`src/rtl/esm_issue_scheduler.sv`:
```
// ESM instruction buffer with lowest-free-slot allocation, round-robin issue of
// IDA-independent slots into a registered valid/ready stage, flush and drain.
module esm_issue_scheduler #(
  parameter int unsigned Instruction_word_size = 32,
  parameter int unsigned bs                    = 16,
  parameter int unsigned IW                    = $clog2(bs)
) (
  input  logic                             clk,
  input  logic                             rst,
  input  logic                             in_valid,
  input  logic [Instruction_word_size-1:0] in_instr,
  output logic                             in_ready,
  output logic                             alloc_we,
  output logic [IW-1:0]                    alloc_index,
  output logic [0:bs-1]                    valid_entries,
  input  logic [0:bs-1]                    independent_instr,
  output logic                             issue_valid,
  output logic [Instruction_word_size-1:0] issue_instr,
  output logic [IW-1:0]                    issue_index,
  input  logic                             issue_ready,
  input  logic                             flush,
  input  logic                             drain,
  output logic                             drained,
  output logic [IW:0]                      occupancy
);

  localparam int unsigned OW = IW + 1;

  typedef enum logic [1:0] {
    RUN     = 2'd0,
    DRAIN   = 2'd1,
    DRAINED = 2'd2
  } state_t;

  state_t                           state;
  logic [IW-1:0]                    rr_ptr;
  logic [Instruction_word_size-1:0] mem [bs];

  logic [0:bs-1] free;
  logic [0:bs-1] cand;
  logic [0:bs-1] valid_nxt;
  logic          free_ok;
  logic [IW-1:0] pick;
  logic          pick_ok;
  logic [IW-1:0] rot_idx;
  logic          load;

  // Allocation, round-robin selection and next occupancy mask.
  always_comb begin
    free        = ~valid_entries;
    cand        = valid_entries & independent_instr;
    alloc_index = '0;
    free_ok     = 1'b0;
    pick        = '0;
    pick_ok     = 1'b0;
    rot_idx     = '0;

    for (int i = 0; i < int'(bs); i++) begin
      if (!free_ok && free[i]) begin
        alloc_index = IW'(i);
        free_ok     = 1'b1;
      end
    end

    // Search starts at rr_ptr; the IW-bit add wraps modulo bs.
    for (int k = 0; k < int'(bs); k++) begin
      rot_idx = rr_ptr + IW'(k);
      if (!pick_ok && cand[rot_idx]) begin
        pick    = rot_idx;
        pick_ok = 1'b1;
      end
    end

    in_ready = rst && (state == RUN) && free_ok && !flush;
    alloc_we = in_valid && in_ready;
    load     = rst && pick_ok && (!issue_valid || issue_ready) && !flush;

    valid_nxt = valid_entries;
    if (alloc_we) valid_nxt[alloc_index] = 1'b1;
    if (load)     valid_nxt[pick]        = 1'b0;
  end

  // Buffer storage; contents are don't-care after reset.
  always_ff @(posedge clk) begin
    if (alloc_we) mem[alloc_index] <= in_instr;
  end

  // Drain FSM, occupancy, issue stage.
  always_ff @(posedge clk) begin
    if (!rst) begin
      state         <= RUN;
      drained       <= 1'b0;
      valid_entries <= '0;
      occupancy     <= '0;
      rr_ptr        <= '0;
      issue_valid   <= 1'b0;
      issue_instr   <= '0;
      issue_index   <= '0;
    end else begin
      case (state)
        RUN: begin
          if (drain) state <= DRAIN;
        end
        DRAIN: begin
          if (!drain) begin
            state <= RUN;
          end else if (occupancy == '0 && !issue_valid) begin
            state   <= DRAINED;
            drained <= 1'b1;
          end
        end
        DRAINED: begin
          if (!drain) begin
            state   <= RUN;
            drained <= 1'b0;
          end
        end
        default: begin
          state   <= RUN;
          drained <= 1'b0;
        end
      endcase

      if (flush) begin
        valid_entries <= '0;
        occupancy     <= '0;
        rr_ptr        <= '0;
        issue_valid   <= 1'b0;
      end else begin
        valid_entries <= valid_nxt;
        occupancy     <= occupancy + OW'(alloc_we) - OW'(load);
        if (load) begin
          issue_valid <= 1'b1;
          issue_instr <= mem[pick];
          issue_index <= pick;
          rr_ptr      <= pick + IW'(1);
        end else if (issue_valid && issue_ready) begin
          issue_valid <= 1'b0;
        end
      end
    end
  end

endmodule

```
`config.mk`:
```
export PLATFORM = sky130hd
export DESIGN_NAME = esm_issue_scheduler
export DESIGN_NICKNAME = d
export VERILOG_FILES = /design/src/rtl/esm_issue_scheduler.sv
export SDC_FILE = /design/constraint.sdc
export NUM_CORES = 1
export LEC_CHECK = 0
export CAP_MARGIN = 20
export CORE_MARGIN = 3
export CORE_UTILIZATION = 60
export DETAILED_ROUTE_END_ITERATION = 10
export PLACE_DENSITY = 0.78
export REMOVE_ABC_BUFFERS = 1
export SLEW_MARGIN = 30
export SYNTH_ARGS = -nofsm -noshare
export SYNTH_HDL_FRONTEND = slang
export SYNTH_SLANG_ARGS = --single-unit
```
`constraint.sdc`:
```
create_clock -name clk -period 8.2 [get_ports clk]
set_input_delay 2.46 -clock clk [delete_from_list [all_inputs] [get_ports clk]]
set_output_delay 2.46 -clock clk [all_outputs]
set_load 0.05 [all_outputs]
```
## After elaboration in Yosys (flattened, before gate mapping)

Memories as Yosys holds them, arrays and structs flattened. A register that Yosys moved wholly into a read port is not among the register bits.
Index checks and enable logic that the tools add are counted.
Widths: inputs -> output; s select.

| word-level totals | value |
|---|---|
| register bits after elaboration | 33 |
| RAM bits | 512 |
| input port bits | 54 |
| output and inout port bits | 65 |
| word-level logic and storage cells | 291 |
| memories | 1 |

| operators by class | value |
|---|---|
| add/subtract/negate cells | 18 |
| order comparisons | 20 |
| equality and inequality tests | 7 |
| muxes and demuxes | 130 |
| bitwise operators | 26 |
| reduce and logical (&&, ||, !) cells | 82 |

Memories:

| memory | words | width | read ports | clocked after Yosys merged registers in | wr ports | line | source |
|---|---|---|---|---|---|---|---|
| mem | 16 | 32 | 1 | 1 | 1 | 37 | `logic [Instruction_word_size-1:0] mem [bs];` |

Operator list:

| kind | count |
|---|---|
| $mux 4 | 29 |
| $ge 5x5->1 const B | 18 |
| $not 4->5 | 18 |
| $mux 1 | 74 |
| $bmux 1 s4 | 16 |
| $logic_and 1x1->1 | 41 |
| $logic_not 1->1 | 33 |
| $add 4x4->4 const B | 8 |
| $and 16x16->16 | 2 |
| $mux 16 | 2 |
| $not 16->16 | 2 |
| $add 4x3->4 const B | 4 |
| $or 16x16->16 | 1 |
| $lt 5x1->1 const B | 2 |
| $mux 2 | 5 |
| $add 4x1->4 const B | 2 |
| $add 4x2->4 const B | 2 |
| $demux 1 s4 | 2 |
| $ne 2x2->1 const B | 4 |
| $pmux 2 s3 | 1 |
| $add 5x1->5 | 1 |
| $logic_not 5->1 | 1 |
| $sub 5x1->5 | 1 |
| $reduce_and 4->1 | 1 |
| other kinds (11) | 13 |

## Logic depth before layout (Yosys ltp)

Gate-level depths: netlist (run 1).

| depth | value |
|---|---|
| depth after elaboration | 58 |
| depth in mapped cells | 31 |
| depth with buffers taken out | 22 |

## Worst setup path after synthesis (run 1)

No wires, ideal clock.

| timing | value |
|---|---|
| kind | input to register |
| start | input flush |
| end | register valid_entries[5] (netlist name) |
| setup time | 0.081 ns |
| arrival time | 7.595 ns |
| required time | 8.119 ns |
| setup slack | 0.524 ns |
| stages | 10 |
| path buffers | 2 |
| path through | nand2b_1 clkbuf_1 or3_1 a31oi_1 and2_1 clkbuf_1 nand2_1 nor3_1 o21ai_0 a31oi_1 |

| between the ends | value |
|---|---|
| cells in the longest elaborated chain, start to end | 6 |
| elaborated cells on any way between the ends | 8 |
| those cells by class | mux: 2; bitwise: 1; reduce/logical: 5 |

RTL lines:

| what | line | source |
|---|---|---|
| start: declaration | 21 | `input logic flush,` |
| $logic_not 1->1 (*) | 74 | `in_ready = rst && (state == RUN) && free_ok && !flush;` |
| $logic_and 1x1->1 (*) | 74 |  |
| net in_ready | 12 | `output logic in_ready,` |
| $logic_and 1x1->1 (*) | 75 | `alloc_we = in_valid && in_ready;` |
| net alloc_we | 13 | `output logic alloc_we,` |
| $mux 16 (*) | 79 | `if (alloc_we) valid_nxt[alloc_index] = 1'b1;` |
| $and 16x16->16 (no line) | n/a |  |
| $mux 16 (*) | 80 | `if (load) valid_nxt[pick] = 1'b0;` |
| end signal: assignment | 130 | `valid_entries <= valid_nxt;` |
| end: declaration | 15 | `output logic [0:bs-1] valid_entries,` |

The timed path passes the listed nets; every way through them passes the cells marked *.
A chain may end at the register's enable or synchronous reset.

## Worst setup path in the final report (run 1)

| timing | value |
|---|---|
| start | input flush |
| end | output in_ready |

| between the ends | value |
|---|---|
| cells in the longest elaborated chain, start to end | 2 |

RTL lines:

| what | line |
|---|---|
| $logic_not 1->1 | 74 |
| $logic_and 1x1->1 | 74 |
| end: declaration | 12 |

Every way passes these cells.

==> results of run 1 <==
==> per-stage QoR <==
step	hold WS, ns	std cells	instance area, µm²	setup slack (ns)
2_1_floorplan	0.452	1699	25200	-12.59
3_3_place_gp	0.501	2436	27600	1.03
3_5_place_dp	0.510	2436	27600	0.967
4_1_cts	0.524	2538	29400	1.07
5_1_grt	0.530	2540	29500	0.977
6_report	0.524	2540	29500	1.02
==> how the worst max path moves through the flow <==
stage / start / end / slack [ns] / depth (start not counted)
3_5_place_dp: independent_instr[8] / issue_instr[5]$_SDFFE_PN0P_ / 0.97 / 15
6_report: flush / in_ready / 1.02 / 5
3_3_place_gp: independent_instr[11] / rr_ptr[2]$_SDFFE_PP0N_ / 1.03 / 15
5_1_grt: flush / in_ready / 0.98 / 5
2_1_floorplan: independent_instr[10] / rr_ptr[2]$_SDFFE_PP0N_ / -12.59 / 13
4_1_cts: flush / in_ready / 1.07 / 5
==> cells in the final DEF, fill, tap and decap left out, types with 9 or more instances in the layout <==
cell             Yosys  final
nand3_1             87     87
a31oi_1             54     54
clkinv_2             0     14
o21ai_0             72     72
a32oi_1             30     30
clkbuf_16            0     54
mux2_2              43     43
dfxtp_1             65     64
o2111ai_1           12     12
nand2_1            189    189
edfxtp_1           512    512
mux4_2              26     26
o211a_1             34     34
nor2_4               2     15
xnor2_1             12     12
mux2i_1            271    271
nand4_1             22     22
clkbuf_1            34     12
and2_1              11     11
buf_4               13     36
ha_1                17     17
nor2_1              42     29
nor3_1              11      9
clkdlybuf4s50_1      0    116
inv_1               20     19
a21oi_1             26     26
==> worst max-delay path, delay by kind of cell <==
| kind | cells | cell delay, ns |
|---|---|---|
| AO/OA/AOI/OAI | 1 | 0.23 |
| buffers and inverters | 2 | 1.32 |
| AND/OR/NAND/NOR | 2 | 0.71 |
==> registers in the layout (all words and copies together), names as in the netlist <==
signal	count
drained	1
state	2
occupancy	5
rr_ptr	4
mem	512
issue_instr	32
issue_valid	1
issue_index	4
valid_entries	16
==> metal layers <==
layer	part of all wire, %	up-vias	GRT usage [%]	routed length, µm
li1	-	7296	-	-
met1	40	8362	40.6	26800
met2	48	852	47.0	32100
met3	8.7	167	5.38	5870
met4	3.4	4	10.9	2270
met5	0.034	-	0	23
==> area by class of cell <==
type	count	area [µm²]	share of cell area, %
Inverter	25	96.3	0.327
Clock buffer	70	1450	4.92
Tap cell	577	722	2.45
Clock inverter	32	354	1.20
Sequential cell	577	16700	56.5
Timing Repair Buffer	162	1620	5.50
Multi-Input combinational cell	1097	8570	29.1
==> cell families (layout without fill, tap and decap cells) <==
kind of cell	after synthesis	after routing	share of synthesized area [%]
DFF	577	577	64.4
and+or+nand+nor	415	415	7.72
muxes	343	343	14.7
AOI/OAI and AO/OA	304	304	8.62
buffers and inverters	133	289	3.05
adders and majority gates	18	18	0.898
xor gates and xnor gates	17	17	0.604
==> flow_summary_export.csv, run 1 <==
group,metric,value,unit
setup_path,cp-start-kind,"primary input",
clock_network,clockBufferDepth,3,
detailed_routing,ant_nets,0,
global_routing,grt_start_max_net_pins,92,
synthesis,synthArstFlopShare,0,%
detailed_routing,wl,67100,µm
setup_path,critPathMaxStageDelay,0.86,ns
worst_hold_path,holdPathEnd,"rr_ptr[0]$_SDFFE_PP0N_",
final_layout,final_util,69.7,%
setup_path,setup.reg_to_reg.worst_slack,1.84,ns
final_layout,num-nets-final,1989,
timing,max_freq,139,MHz
setup_path,r2r_start,"rr_ptr[1]$_SDFFE_PP0N_",
timing,finalHoldViolCount,0,
detailed_routing,drt-pass1-iter-count,5,
clock_network,cts_resized,0,
detailed_routing,remaining_drc_errors,0,
synthesis,synth_warnings,0,
setup_path,path_max_fanout,9,
clock_network,post_cts_buffers,0,
clock_network,clock-root-buffer,"clkbuf_16",
detailed_routing,viasPerCell,6.57,
worst_hold_path,whs_path_depth,2,
synthesis,synth_top_area_cell,"edfxtp_1",
synthesis,synth.distinct_cells,92,
final_layout,drive_above_1_share,12.8,%
final_layout,antennaDiodeCount,0,
timing,worst_pin_slew,0.980,ns
clock_network,htree_levels,2,
timing,finalSetupTns,0,ns
floorplan,rows,75,
setup_path,r2r_cells,24,
worst_hold_path,min_path_type,"register to register",
setup_path,path_cells,"clkdlybuf4s50_1 > nand2b_1 > or3_1 > a31oi_1 > clkdlybuf4s50_1",
clock_network,clock_latency,0.63,ns
synthesis,ys_seq_elements,577,
timing,rsz0062_at_grt,"no",
floorplan,num_io_pins,119,
clock_network,hold_buffers,0,
floorplan,die_area,45700,µm²
global_routing,grt_antenna_before_repair,2,
timing,fin_skew,0.0445,ns
timing,slew_violations,0,
global_routing,grtUsageTotal,29.3,%
placement,routabilityCongestion,0.921,
synthesis,synth_area_leaders,"edfxtp_1, mux2i_1, dfxtp_1, nand2_1, mux4_2",
placement,portBuffers,118,
global_routing,gr-total-overflow,0,
final_layout,area_delta_synth_final,13.8,%
outcome,status,"finished clean",
final_layout,n_fill_cell,2814,
global_routing,grt_pass1_wl,99400,µm
clock_network,numCtsBuffers,54,
clock_network,clkTransAtPathRegs,0.06,ns
setup_path,crit_slowest_cell,"clkdlybuf4s50_1",
setup_path,cp.arrival,4.72,ns
synthesis,synthCells,1807,
clock_network,cts.sinks,577,
floorplan,die_h,214,µm
synthesis,synthFlopType,"edfxtp_1",
setup_path,critPathCaptureType,"output port",
timing,fin_crit_sh,87.6,%
setup_path,worstReg2RegEnd,"occupancy[4]$_SDFF_PP0_",
synthesis,ys_seq_area_share,64.4,%
timing,finalWorstPathRequiredPeriod,7.18,ns
synthesis,synthTopCellsByCount,"edfxtp_1, mux2i_1, nand2_1",
global_routing,grt_pass1_vias,16200,
detailed_routing,drt_iter0_drc,1814,
detailed_routing,via_count,16700,
floorplan,die_w,214,µm
placement,dp_hpwl,38300,µm
floorplan,core,42300,µm²
floorplan,initial_utilization,61.2,%
synthesis,syn-cell-area,25900,µm²
setup_path,path_class,"primary input to output port",
synthesis,synth_edf_count,512,
timing,slew_headroom,34.2,%
worst_hold_path,hp-start,"rr_ptr[0]$_SDFFE_PP0N_",
synthesis,synth_most_common_cell,"edfxtp_1",
synthesis,synth.top_cell.area_share,59.3,%
clock_network,cts_tree,"yes",
run,maxCapViolCount,0,
setup_path,crit_path_frequent_cell,"clkdlybuf4s50_1",
synthesis,syn-mean-instance-area,14.3,µm²
timing,finalSetupViolations,0,
detailed_routing,avgRoutedWirePerCell,26.4,µm
setup_path,crit_required,5.74,ns
Power of run 1 is not shown: default switching activity piles up to over one toggle a cycle in this logic, so the estimate is an artifact.
==> inputs of run 2 (changes only) <==
--- a/config.mk
+++ b/config.mk
@@ -9,6 +9,7 @@
 export CORE_MARGIN = 3
 export CORE_UTILIZATION = 60
 export DETAILED_ROUTE_END_ITERATION = 10
+export GPL_ROUTABILITY_DRIVEN = 0
 export PLACE_DENSITY = 0.78
 export REMOVE_ABC_BUFFERS = 1
 export SLEW_MARGIN = 30
==> run 2 against run 1 <==
Compared with the run above:
- design area grew 0.50%
- hold slack lost 0.0069 ns
- die area is the same
- non-clock buffer count shrank 2
- critical path depth is the same
- sequential cell count is the same
- wire length shrank 2.2%
- worst setup slack is essentially flat
- global-route usage shrank 0.54 points
- register-to-register slack lost 0.51 ns
- via count grew 0.47%
- first-iteration DRC count grew 23%
- largest cell class unchanged
==> flow_summary_export.csv, run 2 (synthesis results as in run 1) <==
group,metric,value,unit
outcome,status,"finished clean",
floorplan,num_io_pins,119,
clock_network,htree_levels,2,
detailed_routing,ant_nets,0,
final_layout,final_cell_mix,"edfxtp_1, mux2i_1, nand2_1",
timing,worst_pin_slew,0.980,ns
final_layout,reg_top3,"mem x512, issue_instr x32, valid_entries x16",
detailed_routing,viasPerCell,6.60,
global_routing,grt_start_max_net_pins,92,
placement,portBuffers,118,
clock_network,cts_resized,0,
floorplan,initial_utilization,61.2,%
setup_path,cp-start-kind,"primary input",
clock_network,post_cts_buffers,0,
clock_network,cts_tree,"yes",
detailed_routing,wl,65700,µm
detailed_routing,avgRoutedWirePerCell,25.8,µm
timing,slew_violations,0,
floorplan,die_area,45700,µm²
global_routing,grt_antenna_before_repair,3,
detailed_routing,remaining_drc_errors,0,
setup_path,crit_path_frequent_cell,"clkdlybuf4s50_1",
timing,finalWorstPathRequiredPeriod,7.18,ns
clock_network,clkTransAtPathRegs,0.06,ns
setup_path,cp_num_buf_inv,2,
detailed_routing,drt-pass1-iter-count,6,
final_layout,multi_input_area,8570,µm²
global_routing,gr-total-overflow,0,
clock_network,numCtsBuffers,55,
timing,slew_headroom,34.2,%
placement,dpl_cell_area,27700,µm²
setup_path,crit_required,5.74,ns
timing,fin_crit_sh,87.6,%
run,maxCapViolCount,0,
worst_hold_path,hp-start,"issue_index[1]$_SDFFE_PN0P_",
floorplan,die_h,214,µm
global_routing,grtUsageTotal,28.7,%
final_layout,largest-register,"mem",
timing,max_freq,139,MHz
timing,fin_skew,0.0192,ns
setup_path,crit_slowest_cell,"clkdlybuf4s50_1",
timing,holdWs,0.517,ns
timing,finalSetupViolations,0,
timing,finalHoldViolCount,0,
final_layout,drive_above_1_share,12.8,%
timing,rsz0062_at_grt,"no",
placement,dp_hpwl,37300,µm
worst_hold_path,min_path_type,"register to register",
final_layout,fin_area,29600,µm²
clock_network,clockBufferDepth,3,
setup_path,cp-startpoint,"flush",
floorplan,die_w,214,µm
clock_network,hold_buffers,0,
clock_network,clock-root-buffer,"clkbuf_16",
detailed_routing,drt_iter0_drc,2226,
setup_path,critPathCaptureType,"output port",
final_layout,n_fill_cell,2757,
setup_path,critPathMaxStageDelay,0.84,ns
clock_network,clock_latency,0.60,ns
setup_path,path_class,"primary input to output port",
setup_path,path_cells,"clkdlybuf4s50_1 > nand2b_1 > or3_1 > a31oi_1 > clkdlybuf4s50_1",
final_layout,num-nets-final,1988,
global_routing,grt_pass1_wl,98300,µm
setup_path,r2r_start,"rr_ptr[1]$_SDFFE_PP0N_",
setup_path,cp.arrival,4.72,ns
floorplan,core,42300,µm²
final_layout,ff_latch_area,16700,µm²
final_layout,largest_reg_flops,512,
clock_network,cts.sinks,577,
final_layout,area_delta_synth_final,14.4,%
final_layout,final_util,70.0,%
setup_path,path_delay_family,"buffers and inverters",
floorplan,rows,75,
global_routing,grt_pass1_vias,16200,
final_layout,mostFrequentLayoutCell,"edfxtp_1",
setup_path,path_max_fanout,9,
detailed_routing,via_count,16800,
-- run 2: cell types whose count changed in the layout (fill, tap and decap cells not counted), sizes merged --
cell      change
clkinv        -5
buf           -2
clkinvlp      -3
diode         +1
bufinv        +4
clkbuf        +5
-- run 2: worst register-to-register path: cells and delay by family, from the launching register on --
| family | cells | cell delay, ns |
|---|---|---|
| and+or+nand+nor | 7 | 1.77 |
| adders and majority gates | 4 | 1.39 |
| buffers and inverters | 7 | 1.47 |
| muxes | 2 | 1.07 |
| AOI/OAI and AO/OA | 2 | 0.29 |
| DFF | 1 | 0.81 |
-- run 2: area by class of cell --
| class | instances | area share, % |
|---|---|---|
| Inverter | 25 | 0.325 |
| Tap cell | 577 | 2.44 |
| Timing Repair Buffer | 160 | 5.54 |
| Clock inverter | 28 | 1.25 |
| Sequential cell | 577 | 56.3 |
| Antenna cell | 1 | 0.00844 |
| Clock buffer | 75 | 5.28 |
| Multi-Input combinational cell | 1097 | 28.9 |
-- run 2: worst paths after layout --
kind / slack, ns / cells past startpoint / to
setup / recovery: 1.02 / 5 / in_ready
setup reg to reg: 1.33 / 22 / occupancy[4]$_SDFF_PP0_
hold / removal: 0.52 / 1 / issue_index[1]$_SDFFE_PN0P_
hold reg to reg: 0.52 / 1 / issue_index[1]$_SDFFE_PN0P_
-- run 2: metal layers --
| layer | global-route usage (%) | vias to the layer above | share of wire [%] |
|---|---|---|---|
| li1 | - | 7308 | - |
| met1 | 40.8 | 8262 | 40 |
| met2 | 44.1 | 984 | 46 |
| met3 | 6.55 | 202 | 10 |
| met4 | 10.6 | 4 | 3.6 |
| met5 | 0 | - | 0.038 |
-- run 2: per-stage QoR --
step | setup TNS [ns] | setup WS (ns) | instances
6_report | 0 | 1.02 | 2540
5_1_grt | 0 | 0.953 | 2540
4_1_cts | 0 | 1.08 | 2539
3_5_place_dp | 0 | 0.972 | 2436
3_3_place_gp | 0 | 1.08 | 2432
2_1_floorplan | -639.41 | -12.59 | 1699
Power of run 2 is left out for the same reason.
==> inputs of run 3 (changes only) <==
--- a/config.mk
+++ b/config.mk
@@ -7,10 +7,10 @@
 export LEC_CHECK = 0
 export CAP_MARGIN = 20
 export CORE_MARGIN = 3
-export CORE_UTILIZATION = 60
+export CORE_UTILIZATION = 61
 export DETAILED_ROUTE_END_ITERATION = 10
 export GPL_ROUTABILITY_DRIVEN = 0
-export PLACE_DENSITY = 0.78
+export PLACE_DENSITY = 0.79
 export REMOVE_ABC_BUFFERS = 1
 export SLEW_MARGIN = 30
 export SYNTH_ARGS = -nofsm -noshare
==> run 3 against run 2 <==
Compared with the run above:
- sequential cell count did not move
- first-iteration DRC count decreased by 8.2%
- design area down 0.89%
- register-to-register slack lost 0.37 ns
- clock skew is 0.0089 ns lower
- via count grew 0.60%
- worst setup slack worse by 0.28 ns
- cell count down 1.5%
- die area shrank 1.6%
- non-clock buffer count increased by 6
==> flow_summary_export.csv, run 3 (synthesis results as in run 1) <==
group,metric,value,unit
timing,finalHoldViolCount,0,
final_layout,mostFrequentLayoutCell,"edfxtp_1",
detailed_routing,viasPerCell,6.74,
placement,portBuffers,118,
floorplan,die_w,212,µm
global_routing,gr-total-overflow,0,
detailed_routing,via_count,16900,
floorplan,die_area,45000,µm²
setup_path,path_class,"primary input to output port",
clock_network,htree_levels,2,
setup_path,cp.arrival,5.00,ns
clock_network,post_cts_buffers,0,
timing,finalWorstPathRequiredPeriod,7.46,ns
final_layout,area_delta_synth_final,13.4,%
global_routing,grt_antenna_before_repair,1,
clock_network,cts.sinks,577,
worst_hold_path,min_path_type,"register to register",
clock_network,clockBufferDepth,3,
outcome,status,"finished clean",
final_layout,reg_top3,"mem x512, issue_instr x32, valid_entries x16",
clock_network,numCtsBuffers,55,
global_routing,grt_pass1_vias,16700,
global_routing,grt_start_max_net_pins,79,
floorplan,die_h,212,µm
clock_network,cts_resized,0,
detailed_routing,drt-pass1-iter-count,6,
clock_network,clock-root-buffer,"clkbuf_16",
timing,worst_pin_slew,1.02,ns
timing,holdWs,0.492,ns
timing,max_freq,134,MHz
floorplan,num_io_pins,119,
timing,finalSetupTns,0,ns
run,maxCapViolCount,0,
final_layout,final_cell_mix,"edfxtp_1, mux2i_1, nand2_1",
clock_network,cts_tree,"yes",
timing,finalSetupViolations,0,
timing,slew_headroom,31.7,%
setup_path,critPathCaptureType,"output port",
detailed_routing,ant_nets,0,
detailed_routing,wl,65400,µm
detailed_routing,drt_iter0_drc,2043,
final_layout,num-nets-final,1994,
setup_path,crit_required,5.74,ns
clock_network,clock_latency,0.58,ns
setup_path,cp-start-kind,"primary input",
placement,dp_hpwl,38900,µm
detailed_routing,avgRoutedWirePerCell,26.2,µm
global_routing,grt_pass1_wl,99600,µm
clock_network,hold_buffers,0,
detailed_routing,remaining_drc_errors,0,
timing,rsz0062_at_grt,"no",
floorplan,core,41400,µm²
timing,fin_crit_sh,91.0,%
timing,fin_skew,0.0102,ns
global_routing,grtUsageTotal,29.1,%
floorplan,initial_utilization,62.6,%
final_layout,largest_reg_flops,512,
placement,dp.cells,2397,
setup_path,path_max_fanout,9,
floorplan,rows,74,
final_layout,largest-register,"mem",
timing,slew_violations,0,
final_layout,finalNonFillerCells,2502,
clock_network,clkTransAtPathRegs,0.06,ns
final_layout,drive_above_1_share,12.5,%
-- run 3: final cells by class --
cell class	count	area (µm²)
inverter	25	96.3
multi-input combinational	1097	8560
clock inverter	25	179
timing repair buffer	166	1640
fill	2625	12000
antenna	2	5.00
clock buffer	78	1550
sequential	577	16700
tap	532	666
-- run 3: routing by layer --
metal	GRT usage (%)	vias up	part of all wire, %
met1	40.7	8270	39
met5	0	-	0
met4	11.5	0	4.1
met2	45.9	1066	46
met3	5.36	206	11
li1	-	7319	-
-- run 3: through the flow --
stage	area [µm²]	worst slack [ns]	util, %
2_1_floorplan	25200	-12.59	-
3_3_place_gp	27600	0.687	66.6
3_5_place_dp	27600	0.464	66.8
4_1_cts	29400	0.814	71.0
5_1_grt	29400	0.619	71.0
6_report	29400	0.740	71.0
-- run 3: critical path, cell delays in order --
cell             delay (ns)
clkdlybuf4s50_1        0.43
nand2b_1               0.36
or3_1                  0.51
a31oi_1                0.36
clkdlybuf4s50_1        0.89
-- run 3: worst paths after layout --
path	startpoint	end	slack, ns	depth (start not counted)
worst min-delay path	state[1]$_SDFFE_PN0P_	state[0]$_SDFFE_PN0P_	0.49	1
worst min register to register	state[1]$_SDFFE_PN0P_	state[0]$_SDFFE_PN0P_	0.49	1
worst max register to register	rr_ptr[1]$_SDFFE_PP0N_	issue_instr[30]$_SDFFE_PN0P_	0.96	17
worst max-delay path	flush	in_ready	0.74	5
Power of run 3 is left out for the same reason.
==> RTL change 1: new RTL, config.mk and constraints of run 2 <==
The parameter `Instruction_word_size` goes from 32 to 16.
--- a/src/rtl/esm_issue_scheduler.sv
+++ b/src/rtl/esm_issue_scheduler.sv
@@ -2,5 +2,5 @@
 // IDA-independent slots into a registered valid/ready stage, flush and drain.
 module esm_issue_scheduler #(
-  parameter int unsigned Instruction_word_size = 32,
+  parameter int unsigned Instruction_word_size = 16,
   parameter int unsigned bs                    = 16,
   parameter int unsigned IW                    = $clog2(bs)
Ports: changed (resized in_instr and issue_instr); port bits go from 119 to 87. No check against the original RTL was run, so the function may have changed too.
==> RTL change 1 against run 2 <==
Synthesized area fell by 42%; critical path depth grew 10; cell area is 42% lower; worst setup slack improved by 0.48 ns; via count decreased by 38%; sequential cell count down 272; wire length fell by 42%; cell count is 39% lower; register-to-register slack better by 0.48 ns; synthesized cell count shrank 38%; critical path type is now in -> reg.
Power is not shown: default switching activity piles up to over one toggle a cycle in this logic, so the estimate is an artifact.
==> RTL change 1: results (changes against run 2) <==
| Metric | Value |
|---|---|
| Mux share of post-synthesis cell area | 15.40% (was 14.74%) |
| Critical path startpoint | independent_instr[10] (was flush) |
| Synthesized-area fraction occupied by adder cells | 1.560% (was 0.8983%) |
| Worst R2R Start | rr_ptr[0] (was rr_ptr[1]) |
| First-pass GRT wire length | 58,640 um (was 98,350 um) |
| Data arrival time of the critical path | 7.13 ns (was 4.72 ns) |
| Port Buf Inserts | 86 (was 118) |
| Starting DRC count in detailed routing | 1,509 (was 2,226) |
| Largest net degree at the start of global routing | 56 (was 92) |
| XOR/XNOR Fraction of Synth Area | 1.166% (was 0.6037%) |
| Setup skew after layout | 0.01366 ns (was 0.01916 ns) |
| Delay contributed by the slowest stage of the critical path | 0.59 ns (was 0.84 ns) |
| R2R depth | 17 (was 22) |
| HP Class | reg -> reg (unchanged) |
| Largest registers in the final layout | mem: 256 flops, issue_instr: 16 flops, valid_entries: 16 flops (was mem: 512 flops, issue_instr: 32 flops, valid_entries: 16 flops) |
| Final nets | 1,266 (was 1,988) |
| Timing endpoint of the critical path | issue_instr[13] (was in_ready) |
| Share of final-layout standard cells stronger than drive strength 1 | 14.27% (was 12.84%) |
| Overall via count from detail_route | 10,370 (was 16,760) |
| Max Clock Freq | 149.2 MHz (was 139.2 MHz) |
| Slack of the worst reg-to-reg path | 1.81 ns (was 1.33 ns) |
| TritonCTS Buffers | 29 (was 55) |
| Post-synthesis compound-gate area fraction | 11.26% (was 8.621%) |
| Worst setup slack after placement | 1.081 ns (was 0.9719 ns) |
| Most frequent cells after synthesis | edfxtp_1 (256), mux2i_1 (129), nand2_1 (68), nor2_1 (68), dfxtp_1 (49) (was edfxtp_1 (512), mux2i_1 (271), nand2_1 (189)) |
| Clock insertion delay at the later pin of the skew report | 0.55 ns (was 0.60 ns) |
| Number of synthesized flops with an enable pin | 256 (was 512) |
| Fraction of the yosys area taken by sequential cells | 58.11% (was 64.37%) |
| Synth area leaders | edfxtp_1 (52%), mux2i_1 (8.7%), dfxtp_1 (6.6%) (was edfxtp_1 (59%), mux2i_1 (10%), dfxtp_1 (5.0%)) |
| Post-DP HPWL | 25,030 um (was 37,280 um) |
| Transition time at the pin with the least slew margin | 0.9499 ns (was 0.9800 ns) |
| Outcome | finished clean (unchanged) |
| Cell depth of the worst min-delay path | 2 (was 1) |
| Aggregate global-route resource usage | 28.73% (about the same) |
| Max FO, Critical Path | 34 (was 9) |
==> RTL change 1: layout make-up <==
| type | count | area, um2 |
|---|---|---|
| Tap cell | 324 | 405.4 |
| Clock buffer | 46 | 829.5 |
| Multi-Input combinational cell | 725 | 5814 |
| Sequential cell | 305 | 8670 |
| Inverter | 30 | 112.6 |
| Timing Repair Buffer | 119 | 1129 |
| Fill cell | 1711 | 7322 |
| Clock inverter | 8 | 108.9 |
==> RTL change 1: worst min path at each step <==
stage                   start              to  slack (ns)
2_1_floorplan        state[1]        state[0]        0.46
3_3_place_gp   issue_index[2]  issue_index[2]        0.48
3_5_place_dp   issue_index[2]  issue_index[2]        0.48
4_1_cts        issue_index[2]  issue_index[2]        0.49
5_1_grt        issue_index[1]  issue_index[1]        0.53
6_report       issue_index[2]  issue_index[2]        0.48
==> RTL change 1: stage by stage <==
step	hold slack [ns]	TNS (ns)	area (um2)	std cells	util, %
after floorplan	0.4589	-203.22	14520	1060	-
after global placement	0.4775	0	16120	1503	66.09
after CTS	0.4907	0	17070	1557	69.98
final	0.4832	0	17070	1557	69.98
after detailed placement	0.4823	0	16130	1503	66.13
after global routing	0.5325	0	17070	1557	69.98
==> RTL change 1: per-layer routing <==
layer | global-route usage, % | up-vias | part of all wire, %
met3 | 5.377 | 156 | 9.3
met4 | 12.34 | 0 | 4.9
li1 | - | 4594 | -
met5 | 0 | - | 0
met1 | 37.62 | 5032 | 38
met2 | 47.30 | 590 | 48
==> RTL change 1: logic make-up (layout without fill, tap and decap cells) <==
kind of cell | count (synthesis) | count (layout)
AO/OA/AOI/OAI | 247 | 247
XOR/XNOR | 19 | 19
adder cells (fa/ha/maj) | 18 | 18
buffers and inverters | 84 | 203
flip-flops | 305 | 305
multiplexers | 182 | 182
AND/OR/NAND/NOR | 259 | 259
==> RTL change 1: worst max-delay path, delay by kind of cell <==
kind / cells / cell delay (ns)
AO/OA/AOI/OAI: 5 / 0.97
buffers and inverters: 2 / 1.12
multiplexers: 4 / 1.51
AND/OR/NAND/NOR: 4 / 1.05
==> RTL change 2: new RTL, config.mk and constraints of run 2 <==
Without the edit above. Re-encode `state_t` (3 states) as one-hot, 3 bits wide.
--- a/src/rtl/esm_issue_scheduler.sv
+++ b/src/rtl/esm_issue_scheduler.sv
@@ -27,8 +27,8 @@
   localparam int unsigned OW = IW + 1;
 
-  typedef enum logic [1:0] {
-    RUN     = 2'd0,
-    DRAIN   = 2'd1,
-    DRAINED = 2'd2
+  typedef enum logic [2:0] {
+    RUN     = 3'b001,
+    DRAIN   = 3'b010,
+    DRAINED = 3'b100
   } state_t;
 
Check against the original RTL: no difference found for any inputs over 4 cycles, from zero or initial values and one cycle with rst low; so few cycles prove little.
==> RTL change 2 against run 2 <==
Clock skew up 0.0021 ns; via count is 6.0% higher; cell area down 1.3%; wire length increased by 4.4%; sequential cell count up 1; cell count up 3.3%; worst setup slack got worse by 0.25 ns; hold slack worse by 0.036 ns; die area is 1.9% lower; synthesized area shrank 2.0%; critical endpoint is now alloc_we.
Power is left out: the tool's default activity adds up to more than one toggle a clock period on the data nets, which glitch-free logic cannot reach.
==> RTL change 2: results (changes against run 2) <==
| Metric | Value |
|---|---|
| Outcome | finished clean (unchanged) |
| Met2 wire len | 32,360 um (was 30,140 um) |
| Synth area leaders | edfxtp_1 (61%), dfxtp_1 (5.2%), mux4_2 (4.5%) (was edfxtp_1 (59%), mux2i_1 (10%), dfxtp_1 (5.0%)) |
| Worst Hold End | issue_index[2] (was issue_index[1]) |
| Launch point of the worst hold path | issue_index[2] (was issue_index[1]) |
| Ratio of final minimum period to clock period | 90.65% (was 87.58%) |
| TritonCTS Buffers | 56 (was 55) |
| Fillcell total | 2,672 (was 2,757) |
| Largest net degree at the start of global routing | 64 (was 92) |
| Fraction of the yosys area taken by sequential cells | 65.76% (was 64.37%) |
| Setup skew after layout | 0.02126 ns (was 0.01916 ns) |
| Worst setup slack after placement | 0.4782 ns (was 0.9719 ns) |
| Met3 Usage GRT | 6.224% (was 6.554%) |
| Wire length the detailed router placed on met1 | 25,650 um (was 26,460 um) |
| Final nets | 2,118 (was 1,988) |
| WL/cell | 26.10 um (was 25.85 um) |
| Most frequent cells after synthesis | edfxtp_1 (512), nand2_1 (306), a21oi_1 (105) (was edfxtp_1 (512), mux2i_1 (271), nand2_1 (189)) |
| Met2 routing resource usage after global routing | 48.75% (was 44.15%) |
| Placement-stage cell area | 27,420 um2 (was 27,700 um2) |
| Share of final-layout standard cells stronger than drive strength 1 | 13.24% (was 12.84%) |
| Vias in the first global route | 17,110 (was 16,210) |
| Relative slew slack | 30.91% (was 34.23%) |
| Synth cell types | 73 (was 92) |
| Overall via count from detail_route | 17,770 (was 16,760) |
| Post-DP HPWL | 40,080 um (was 37,280 um) |
| Met1 routing resource usage after global routing | 41.30% (was 40.79%) |
| Aggregate global-route resource usage | 30.55% (was 28.73%) |
| Wirelength, routed | 68,510 um (was 65,660 um) |
| Slack of the worst reg-to-reg path | 1.59 ns (was 1.33 ns) |
| R2R depth | 17 (was 22) |
| Pre-antenna DRT Iters | 7 (was 6) |
[RTL change 2: cell types whose count changed after synthesis, moves of 26 or more]
| cell | before | now |
|---|---|---|
| o211a_1 | 34 | 2 |
| a32oi_1 | 30 | 2 |
| a21oi_1 | 26 | 105 |
| nand2_1 | 189 | 306 |
| clkbuf_1 | 34 | 66 |
| mux2i_1 | 271 | 56 |
| o22ai_1 | 1 | 27 |
| nor2_1 | 42 | 86 |
[RTL change 2: layout make-up]
type | count | area share [%]
Sequential cell | 578 | 57.07
Multi-Input combinational cell | 1209 | 27.95
Timing Repair Buffer | 177 | 6.133
Clock buffer | 82 | 5.466
Tap cell | 532 | 2.275
Clock inverter | 22 | 0.7570
Inverter | 24 | 0.3336
Antenna cell | 1 | 0.008554
[RTL change 2: logic make-up after synthesis]
group	share of synthesized area [%]
AO/OA/AOI/OAI	10.23
adder cells (fa/ha/maj)	0.9166
buffers and inverters	2.671
AND/OR/NAND/NOR	11.02
XOR/XNOR	0.7244
flip-flops	65.76
multiplexers	8.683
